$ cat config.mk
export PLATFORM = sky130hd
export DESIGN_NAME = delay_line_ctrl
export DESIGN_NICKNAME = d
export VERILOG_FILES = /design/src/rtl/delay_line_ctrl_pkg.sv /design/src/rtl/delay_line_ctrl.sv
export SDC_FILE = /design/constraint.sdc
export NUM_CORES = 1
export LEC_CHECK = 0
export CAP_MARGIN = 10
export CORE_MARGIN = 4
export CORE_UTILIZATION = 51
export CTS_CLUSTER_DIAMETER = 80
export DETAILED_ROUTE_END_ITERATION = 7
export GPL_TIMING_DRIVEN = 0
export PLACE_DENSITY = 0.89
export SLEW_MARGIN = 20
export SYNTH_ARGS = -nofsm -noshare
export SYNTH_HDL_FRONTEND = slang
export SYNTH_SLANG_ARGS = --single-unit
$ cat constraint.sdc
create_clock -name clk -period 6.25 [get_ports clk]
set_clock_uncertainty 0.05 [all_clocks]
set_input_delay 1.25 -clock clk [delete_from_list [all_inputs] [get_ports clk]]
set_output_delay 1.25 -clock clk [all_outputs]
set_load 0.05 [all_outputs]
$ cat src/rtl/delay_line_ctrl_pkg.sv
// Shared types for the circular audio delay-line controller.
package delay_line_ctrl_pkg;

  localparam logic [1:0] ST_IDLE_ENC = 2'd0;
  localparam logic [1:0] ST_READ_ENC = 2'd1;
  localparam logic [1:0] ST_OUT_ENC  = 2'd2;

  typedef enum logic [1:0] {
    IDLE = ST_IDLE_ENC,
    READ = ST_READ_ENC,
    OUT  = ST_OUT_ENC
  } state_t;

endpackage

$ cat src/rtl/delay_line_ctrl.sv
// Sequences an external dual-port BRAM as a circular delay line: one sample
// written per input handshake, the sample written `delay` samples earlier
// returned on a valid/ready output. Unfilled history reads back as zero.
module delay_line_ctrl #(
  parameter int unsigned DATA_WIDTH = 16,
  parameter int unsigned ADDR_WIDTH = 16
) (
  input  logic                  clk,
  input  logic                  reset,
  input  logic                  in_valid,
  output logic                  in_ready,
  input  logic [DATA_WIDTH-1:0] in_sample,
  input  logic [ADDR_WIDTH-1:0] delay,
  output logic                  out_valid,
  input  logic                  out_ready,
  output logic [DATA_WIDTH-1:0] out_sample,
  output logic                  ram_we,
  output logic [ADDR_WIDTH-1:0] ram_a,
  output logic [ADDR_WIDTH-1:0] ram_dpra,
  output logic [DATA_WIDTH-1:0] ram_di,
  input  logic [DATA_WIDTH-1:0] ram_dpo
);

  import delay_line_ctrl_pkg::*;

  localparam logic [ADDR_WIDTH-1:0] FILL_MAX = '1;

  state_t                state_q, state_d;
  logic [ADDR_WIDTH-1:0] wr_ptr_q, wr_ptr_d;
  logic [ADDR_WIDTH-1:0] fill_q, fill_d;
  logic [ADDR_WIDTH-1:0] d_q, d_d;
  logic                  out_valid_q, out_valid_d;
  logic [DATA_WIDTH-1:0] out_sample_q, out_sample_d;

  // State and datapath registers; synchronous reset drops any pending output.
  always_ff @(posedge clk) begin
    if (reset) begin
      state_q      <= IDLE;
      wr_ptr_q     <= '0;
      fill_q       <= '0;
      d_q          <= '0;
      out_valid_q  <= 1'b0;
      out_sample_q <= '0;
    end else begin
      state_q      <= state_d;
      wr_ptr_q     <= wr_ptr_d;
      fill_q       <= fill_d;
      d_q          <= d_d;
      out_valid_q  <= out_valid_d;
      out_sample_q <= out_sample_d;
    end
  end

  // Next-state logic and BRAM port drive; write and read address share an edge.
  always_comb begin
    state_d      = state_q;
    wr_ptr_d     = wr_ptr_q;
    fill_d       = fill_q;
    d_d          = d_q;
    out_valid_d  = out_valid_q;
    out_sample_d = out_sample_q;
    in_ready     = 1'b0;
    ram_we       = 1'b0;
    ram_a        = wr_ptr_q;
    ram_di       = in_sample;
    ram_dpra     = ADDR_WIDTH'(wr_ptr_q - d_q);

    unique case (state_q)
      IDLE: begin
        in_ready = 1'b1;
        ram_dpra = ADDR_WIDTH'(wr_ptr_q - delay);
        if (in_valid) begin
          ram_we  = 1'b1;
          d_d     = delay;
          state_d = READ;
        end
      end
      READ: begin
        // Delay reaching past what has been written since reset reads as silence.
        out_sample_d = (d_q > fill_q) ? '0 : ram_dpo;
        out_valid_d  = 1'b1;
        wr_ptr_d     = ADDR_WIDTH'(wr_ptr_q + 1'b1);
        fill_d       = (fill_q == FILL_MAX) ? fill_q : ADDR_WIDTH'(fill_q + 1'b1);
        state_d      = OUT;
      end
      OUT: begin
        if (out_ready) begin
          out_valid_d = 1'b0;
          state_d     = IDLE;
        end
      end
      default: begin
        state_d = IDLE;
      end
    endcase
  end

  assign out_valid  = out_valid_q;
  assign out_sample = out_sample_q;

endmodule
==> results.ini, run 1 <==
[die]
die_w_um=96.3
die_area_mm2=0.00927
io_pins=119
die_h_um=96.3
rows=31
start_util_pct=53.6
core_mm2=0.00741

[worst_setup_path]
r2r_slack_ns=3.95
path_cells=clkdlybuf4s50_1 > nand2_1 > o21ai_0 > ha_1 > inv_1 > fa_1 > a211oi_1 > o21bai_1 > o41ai_2 > o21ai_1 > o31ai_1 > xnor2_1 > clkdlybuf4s50_1
ff2ff_path_depth=9
endpoint_kind=output port
cpMostUsedCell=clkdlybuf4s50_1
crit_type=in -> out
cp_max_fo=3
cp.required_ns=4.95
slowest_stage=clkdlybuf4s50_1
worstPathArrival_ns=4.82
slowest_delay_ns=0.82
critPathLaunchType=primary input

[grt]
grt_pass1_wl_mm=16.8
grt_usage_pct=23.3
first_global_vias=3705
overflow=0
grt_max_degree=13
antenna_found_initial=0

[cells_and_area]
drive_above_1_share_pct=8.81
ff_latch_area_mm2=0.00134
instances_no_fill=678
n_antenna_cell=0
layout.nets=660
layout_commonest_cell=clkdlybuf4s50_1
multiInputGateArea_mm2=0.00236
fillers=533
syn2layout_area_growth_pct=33.5
final_cell_mix=clkdlybuf4s50_1, dfxtp_1, nand2_1, a21oi_1, nor2_1

[synth]
synth_top_area_share_pct=33.8
syn_inst=462
ys_seq_elements=67
yosysTopAreaCell=dfxtp_1
synth_area_leaders=dfxtp_1, ha_1, nand2_1
avgSynthCellArea_um2=8.60
ys_types=52
synth-async-reset-ratio_pct=0
synth_edf_count=0
syn-num-nets=548
netlist_area_mm2=0.00397
ys.flop_type=dfxtp_1
yosysSeqAreaShare_pct=33.8
yosysWarnings=0

[placement]
dp_cells=662
place.detailed.hpwl_mm=8.13
port_buffers=101
gp_congestion=0.873
place_ws_ns=0.0582

[timing]
period_needed_ns=6.12
tightest_slew_ns=0.603
fin_setup_tns_ns=0
layout_setup_ws_ns=0.135
finalHoldViolations=0
rsz0062_at_grt=false
hold-worst-slack_ns=0.415
setup_viol=0
drv_slew=0
max_freq_mhz=164
maxSlewHeadroom_pct=59.8
min_period_over_period_pct=97.8

[run_status]
status=finished, final reports clean

[clock_tree]
cts_hold_buffers=0
htree_levels=3
cts_buffers=9
cts_tree=done
cts_sinks=67
clk_latency_ns=0.36
path_clk_slew_ns=0.09
clock_tree.buffer_depth=2
root_buffer=clkbuf_8

[hold_path]
hold_path.class=reg -> reg
min_path_cells=2

[routing]
drc=0
dr.pass1.iters=5
wl_per_cell_um=15.4
vias_per_cell=5.61
ant_nets=0
routed_wl_mm=10.5
drtIter0Drc=216
vias=3806

[power]
vdd_ir_drop_max_mv=0.133
power_density_mw_per_mm2=221
leakagePower_uw=0.00215

[job]
drv_cap=0

==> per-layer routing <==
metal,track usage [%],wire length [um],vias up,share of wire [%]
met5,0,0,-,0
met1,28.8,4460,1763,43
met4,9.72,310,0,3.0
met2,37.7,4860,174,46
li1,-,-,1842,-
met3,6.88,840,27,8.0
==> cell type report <==
type / instances / share of cell area (%)
Clock inverter: 6 / 1.25
Timing Repair Buffer: 101 / 19.1
Sequential cell: 67 / 25.3
Tap cell: 99 / 2.33
Buffer: 32 / 3.63
Multi-Input combinational cell: 342 / 44.5
Inverter: 21 / 1.49
Clock buffer: 10 / 2.41
==> cells by family (layout without fill, tap and decap cells) <==
group / Yosys count / count (layout) / synth area share [%]
muxes: 16 / 16 / 4.03
and+or+nand+nor: 157 / 157 / 19.4
DFF: 67 / 67 / 33.8
buffers and inverters: 53 / 170 / 6.80
AOI/OAI and AO/OA: 96 / 96 / 16.5
xor gates and xnor gates: 39 / 39 / 8.60
adders and majority gates: 34 / 34 / 10.9
==> final timing paths <==
kind,startpoint,end
hold / removal,d_q[0],d_q[0]
setup reg to reg,fill_q[1],out_sample[6]
setup / recovery,delay[0],ram_dpra[12]
hold reg to reg,d_q[0],d_q[0]
==> per-stage QoR <==
stage	area [um2]	utilization [%]	total power, uW
floorplan	3970	-	704
finish	5310	71.6	1170
detailed placement	5110	68.9	819
global placement	5110	68.9	811
global route	5310	71.6	1220
CTS	5300	71.6	1170
==> cells in the mapped netlist (2+ instances only) <==
library cell	count
dfxtp_1	67
nand2_1	59
a21oi_1	40
nor2_1	39
ha_1	33
xnor2_1	24
inv_1	20
a32o_1	16
buf_4	16
mux2i_1	16
o21ai_0	15
xor2_1	15
clkbuf_1	12
nand4_1	11
nand3_1	10
a21o_1	6
and3_1	5
nor2b_1	5
or3_1	5
buf_2	3
nor3_1	3
nor4_1	3
o21a_1	3
a211oi_1	2
nand2b_1	2
nand3b_1	2
nor3_2	2
nor4_2	2
o211ai_1	2
or2_2	2
==> repair_timing <==
item / CTS / global route
resized for setup: 0 / 3
setup buffers: 0 / 0
endpoints found under the setup margin: 0 / 2
==> power by group <==
group | switching [uW] | internal, uW | total, uW
Combinational | 221 | 137 | 358
Sequential | 11.3 | 441 | 453
Clock | 175 | 185 | 360
Total | 407 | 763 | 1170
==> registers in the layout, summed over array words and instances (netlist names) <==
| name | count |
|---|---|
| out_sample | 16 |
| ram_a | 16 |
| out_valid | 1 |
| fill_q | 16 |
| d_q | 16 |
| state_q | 2 |
==> worst max-delay path, delay by kind of cell <==
family                     cells  cell delay (ns)
adders and majority gates      2             0.63
AOI/OAI and AO/OA              6             1.37
and+or+nand+nor                1             0.05
buffers and inverters          3             1.36
xor gates and xnor gates       1             0.16
No activity file was read; power rests on OpenSTA's default activity.
==> run 2, diff against run 1 <==
CAP_MARGIN = 20   (was 10)
CORE_MARGIN = 2   (was 4)
CTS_BUF_LIST = sky130_fd_sc_hd__clkbuf_16   (was unset)
==> run 2 against run 1 <==
Final cell count up 0.44%. Via count decreased by 0.32%. First-iteration DRC count is 23% lower. Largest power group is now the clock network. Total power grew 13%. Setup slack improved by 0.23 ns. Highest routed layer unchanged. Critical endpoint is now ram_dpra[14]. Fmax is 4.0% higher. Hold slack got worse by 0.0038 ns. Routed wire length is 1.1% lower. Non-clock buffer count did not move. Clock power increased by 40%.
==> results.ini, run 2 (same netlist as run 1, synthesis figures left out) <==
[die]
rows=32  ; +3.2%
die_w_um=92.3  ; -4.2%
die_area_mm2=0.00851  ; -8.1%
io_pins=119  ; unchanged
start_util_pct=51.9  ; -1.7 points
core_mm2=0.00765  ; +3.2%
die_h_um=92.3  ; -4.2%

[timing]
tightest_slew_ns=0.700  ; +0.0968 ns
drv_slew=0  ; unchanged
setup_viol=0  ; unchanged
fin_setup_tns_ns=0  ; unchanged
finalHoldViolations=0  ; unchanged
period_needed_ns=5.88  ; -0.233 ns
rsz0062_at_grt=false
hold-worst-slack_ns=0.411  ; -0.00384 ns
max_freq_mhz=170  ; +4.0%
maxSlewHeadroom_pct=53.3  ; -6.5 points
min_period_over_period_pct=94.1  ; -3.7 points

[power]
leakagePower_uw=0.00219  ; +2.0%
vdd_ir_drop_max_mv=0.133  ; -0.36%
power_density_mw_per_mm2=243  ; +10%
seqPwrFrac_pct=34.5  ; -4.2 points
p_int_uw=889  ; +16%
netSwitchingPower_uw=428  ; +5.0%
p_comb_share_pct=27.2  ; -3.4 points
swShare_pct=32.5  ; -2.3 points
clkPwrFrac_pct=38.3  ; +7.6 points

[grt]
grt_pass1_wl_mm=16.2  ; -3.1%
antenna_found_initial=0  ; unchanged
first_global_vias=3623  ; -2.2%
overflow=0  ; unchanged
grt_usage_pct=24.0  ; +0.64 points
grt_max_degree=14  ; +1

[clock_tree]
path_clk_slew_ns=0.06  ; -0.03 ns
cts_buffers=9  ; unchanged
htree_levels=3  ; unchanged
clk_latency_ns=0.33  ; -0.03 ns
clock_tree.buffer_depth=2  ; unchanged
post_cts_buffers=0  ; unchanged
cts_sinks=67  ; unchanged
cts_tree=done
root_buffer=clkbuf_16

[routing]
wl_per_cell_um=15.2  ; -1.5%
ant_nets=0  ; unchanged
vias=3794  ; -0.32%
routed_wl_mm=10.4  ; -1.1%
drtIter0Drc=166  ; -23%
dr.pass1.iters=5  ; unchanged
vias_per_cell=5.57  ; -0.75%
drc=0  ; unchanged

[worst_setup_path]
cp.required_ns=4.95  ; about the same
r2r_start=fill_q[9]
crit_type=in -> out
ff2ff_path_depth=9  ; unchanged
slowest_delay_ns=0.49  ; -0.33 ns
critPathLaunchType=primary input
cp_max_fo=3  ; unchanged
r2r_slack_ns=3.87  ; -0.08 ns
path_cells=clkdlybuf4s50_1 > nand2_1 > o21ai_0 > ha_1 > inv_1 > fa_1 > a211oi_1 > o21bai_1 > o41ai_2 > o21ai_1 > a311oi_1 > xnor2_1 > dlymetal6s2s_1
slowest_stage=clkdlybuf4s50_1
endpoint_kind=output port
worstPathArrival_ns=4.58  ; -0.24 ns
reg2reg_to=out_sample[7]

[hold_path]
min_path_cells=1  ; -1
hp-start=out_sample[12]
hold_path.class=reg -> reg
hold_end=out_sample[12]

[cells_and_area]
layout_commonest_cell=clkdlybuf4s50_1
drive_above_1_share_pct=8.81  ; unchanged
syn2layout_area_growth_pct=36.3
layout.nets=660  ; unchanged
instances_no_fill=681  ; +0.44%
n_antenna_cell=0  ; unchanged
final_cell_mix=clkdlybuf4s50_1, dfxtp_1, nand2_1, a21oi_1, nor2_1

[placement]
port_buffers=101  ; unchanged
gp_congestion=0.832  ; -4.7%
dp_cells=665  ; +0.45%
place.detailed.hpwl_mm=7.93  ; -2.4%

[job]
drv_cap=0  ; unchanged

[run_status]
status=finished, final reports clean

## run 2: what timing repair did
| item | 4_1_cts | 5_1_grt |
|---|---|---|
| setup endpoints to repair | 0 | 2 |
| gates resized for setup | 0 | 2 |
| endpoints found under the hold margin | 0 | 0 |
| hold buffers | 0 | 0 |
## run 2: final cells by class
cell class,count,area [um2]
Buffer,32,191
Clock buffer,9,225
Clock inverter,7,75.1
Fill cell,556,2230
Inverter,21,78.8
Multi-Input combinational cell,342,2360
Sequential cell,67,1340
Tap cell,102,128
Timing Repair Buffer,101,1020
## run 2: how the worst max path moves through the flow
stage / startpoint / end / cells past startpoint
2_1_floorplan: state_q[1] / ram_dpra[14] / 13
3_3_place_gp: delay[0] / ram_dpra[14] / 13
3_5_place_dp: delay[0] / ram_dpra[14] / 13
4_1_cts: delay[0] / ram_dpra[14] / 13
5_1_grt: delay[0] / ram_dpra[10] / 12
6_report: delay[0] / ram_dpra[14] / 13
## run 2: routing by layer
layer	global-route usage [%]	vias up	part of all wire, %
met3	5.67	13	6.2
met5	0	-	0
met2	42.6	152	51
met1	28.7	1792	42
li1	-	1837	-
met4	6.97	0	1.3
## run 2: worst max-delay path, delay by kind of cell
family / cells / cell delay, ns
AO/OA/AOI/OAI: 6 / 1.48
XOR/XNOR: 1 / 0.18
adder cells (fa/ha/maj): 2 / 0.62
buffers and inverters: 3 / 1.00
AND/OR/NAND/NOR: 1 / 0.05
## run 2: metrics by stage
| step | power [uW] | instance area, um2 | util (%) | worst slack (ns) |
|---|---|---|---|---|
| 3_3_place_gp | 810 | 5110 | 66.8 | 0.111 |
| 5_1_grt | 1370 | 5420 | 70.8 | 0.284 |
| 2_1_floorplan | 704 | 3970 | - | 1.13 |
| 6_report | 1320 | 5420 | 70.8 | 0.368 |
| 4_1_cts | 1320 | 5410 | 70.8 | 0.0207 |
| 3_5_place_dp | 819 | 5110 | 66.8 | 0.0648 |
## run 2: power groups by stage
stage               clock network (uW)  registers (uW)  logic, uW
finish                             504             454        359
global route                       533             456        380
CTS                                511             454        360
detailed placement                   0             463        356
global placement                     0             462        348
floorplan                            0             482        222
==> run 3, diff against run 2 <==
GPL_TIMING_DRIVEN = unset   (was 0)
==> run 3 against run 2 <==
Combinational power decreased by 12%. Via count decreased by 6.4%. Routed wire length decreased by 9.3%. Setup slack improved by 0.10 ns. Final cell count decreased by 6.6%. Hold slack about the same. Sequential share of layout area increased by 1.8 points. First-iteration DRC count decreased by 27%. Fmax increased by 1.8%. Critical path depth decreased by 1.
==> results.ini, run 3 (same netlist as run 1, synthesis figures left out) <==
[hold_path]
min_path_cells=1  ; unchanged
hold_path.class=reg -> reg

[timing]
fin_setup_tns_ns=0  ; unchanged
tightest_slew_ns=0.992  ; +0.292 ns
rsz0062_at_grt=false
period_needed_ns=5.78  ; -0.102 ns
layout_setup_ws_ns=0.470  ; +0.102 ns
finalHoldViolations=0  ; unchanged
drv_slew=0  ; unchanged
min_period_over_period_pct=92.5  ; -1.6 points
max_freq_mhz=173  ; +1.8%
setup_viol=0  ; unchanged
maxSlewHeadroom_pct=33.6  ; -20 points

[cells_and_area]
fillers=587  ; +5.6%
layout.nets=615  ; -6.8%
syn2layout_area_growth_pct=27.1
multiInputGateArea_mm2=0.00236  ; +0.11%
n_antenna_cell=0  ; unchanged
ff_latch_area_mm2=0.00134  ; unchanged
layout_commonest_cell=clkdlybuf4s50_1
final_cell_mix=clkdlybuf4s50_1, dfxtp_1, nand2_1, a21oi_1, nor2_1
drive_above_1_share_pct=6.55  ; -2.3 points

[die]
core_mm2=0.00765  ; unchanged
die_w_um=92.3  ; unchanged
rows=32  ; unchanged
io_pins=119  ; unchanged
die_h_um=92.3  ; unchanged
start_util_pct=51.9  ; unchanged
die_area_mm2=0.00851  ; unchanged

[placement]
gp_congestion=0.892  ; +7.2%
place_ws_ns=0.480  ; +0.415 ns
port_buffers=86  ; -15%
place.detailed.hpwl_mm=6.82  ; -14%

[worst_setup_path]
crit_start=delay[0]
reg2reg_to=ram_a[13]
cp_max_fo=3  ; unchanged
endpoint_kind=output port
ff2ff_path_depth=6  ; -3
r2r_start=state_q[0]
cp-endpoint=ram_dpra[10]
crit_type=in -> out
cp.required_ns=4.95  ; about the same
worstPathArrival_ns=4.48  ; -0.10 ns
critPathLaunchType=primary input
r2r_slack_ns=3.77  ; -0.10 ns

[clock_tree]
htree_levels=3  ; unchanged
cts_buffers=9  ; unchanged
path_clk_slew_ns=0.05  ; about the same
post_cts_resized=0  ; unchanged
cts_sinks=67  ; unchanged
clk_latency_ns=0.34  ; about the same
clock_tree.buffer_depth=2  ; unchanged
cts_hold_buffers=0  ; unchanged
root_buffer=clkbuf_16
post_cts_buffers=0  ; unchanged
cts_tree=done

[job]
drv_cap=0  ; unchanged

[grt]
grt_usage_pct=22.3  ; -1.7 points
overflow=0  ; unchanged
first_global_vias=3365  ; -7.1%
antenna_found_initial=0  ; unchanged
grt_max_degree=54  ; +40
grt_pass1_wl_mm=15.3  ; -5.9%

[power]
power_density_mw_per_mm2=243  ; -0.25%
leakagePower_uw=0.00202  ; -8.1%
vdd_ir_drop_max_mv=0.193  ; +46%

[routing]
routed_wl_mm=9.39  ; -9.3%
dr_wl_met2_mm=4.48  ; -15%
vias=3553  ; -6.4%
wl_per_cell_um=14.8  ; -2.9%
highest_layer=met4
ant_nets=0  ; unchanged
drtIter0Drc=121  ; -27%
drc=0  ; unchanged
wl_met1_mm=4.12  ; -4.7%
dr.pass1.iters=5  ; unchanged
met3_length_um=523  ; -19%
vias_per_cell=5.59  ; +0.27%

[run_status]
status=finished, final reports clean

[run 3: cell count changes in the layout (fill, tap and decap cells not counted), sizes merged]
| cell | delta |
|---|---|
| dlymetal6s2s | -2 |
| inv | -1 |
| clkdlybuf4s50 | -15 |
| clkinv | +4 |
| clkinvlp | -2 |
| clkbuf | -12 |
| buf | -16 |
| bufinv | -1 |
[run 3: how the worst min path moves through the flow]
stage	to	start	slack, ns
5_1_grt	out_sample[11]	out_sample[11]	0.43
3_3_place_gp	d_q[0]	d_q[0]	0.39
4_1_cts	d_q[0]	d_q[0]	0.41
6_report	out_sample[9]	out_sample[9]	0.41
2_1_floorplan	d_q[0]	d_q[0]	0.39
3_5_place_dp	d_q[0]	d_q[0]	0.40
[run 3: routing by layer]
layer,GRT usage [%],up-vias
met5,0,-
met4,9.58,0
met3,5.59,27
met2,36.6,112
met1,27.7,1664
li1,-,1750
[run 3: through the flow]
| stage | instances | hold slack, ns | instance area [um2] | utilization (%) | total power [uW] |
|---|---|---|---|---|---|
| global placement | 620 | 0.395 | 4780 | 62.5 | 769 |
| detailed placement | 620 | 0.402 | 4780 | 62.5 | 776 |
| finish | 636 | 0.411 | 5050 | 66.1 | 1230 |
| CTS | 636 | 0.410 | 5050 | 66.0 | 1230 |
| global route | 636 | 0.431 | 5050 | 66.1 | 1270 |
| floorplan | 462 | 0.386 | 3970 | - | 704 |
[run 3: where the power goes]
part	internal [uW]	leakage (uW)	total (uW)	switching, uW
Clock	266	0.000133	457	190
Combinational	120	0.00134	315	195
Sequential	442	0.000544	453	11.4
[run 3: layout make-up]
class | instances | share of cell area (%)
tap | 102 | 2.53
timing repair buffer | 88 | 17.2
inverter | 21 | 1.56
clock buffer | 9 | 4.46
sequential | 67 | 26.6
multi-input combinational | 342 | 46.8
clock inverter | 7 | 0.867
[run 3: worst max-delay path: stages]
cell             delay, ns
clkdlybuf4s50_1       0.49
nand2_1               0.05
o21ai_0               0.10
ha_1                  0.20
inv_1                 0.06
fa_1                  0.41
a211oi_1              0.27
o21bai_1              0.16
o41ai_2               0.33
o21ai_1               0.17
xor2_1                0.17
clkdlybuf4s50_1       0.82
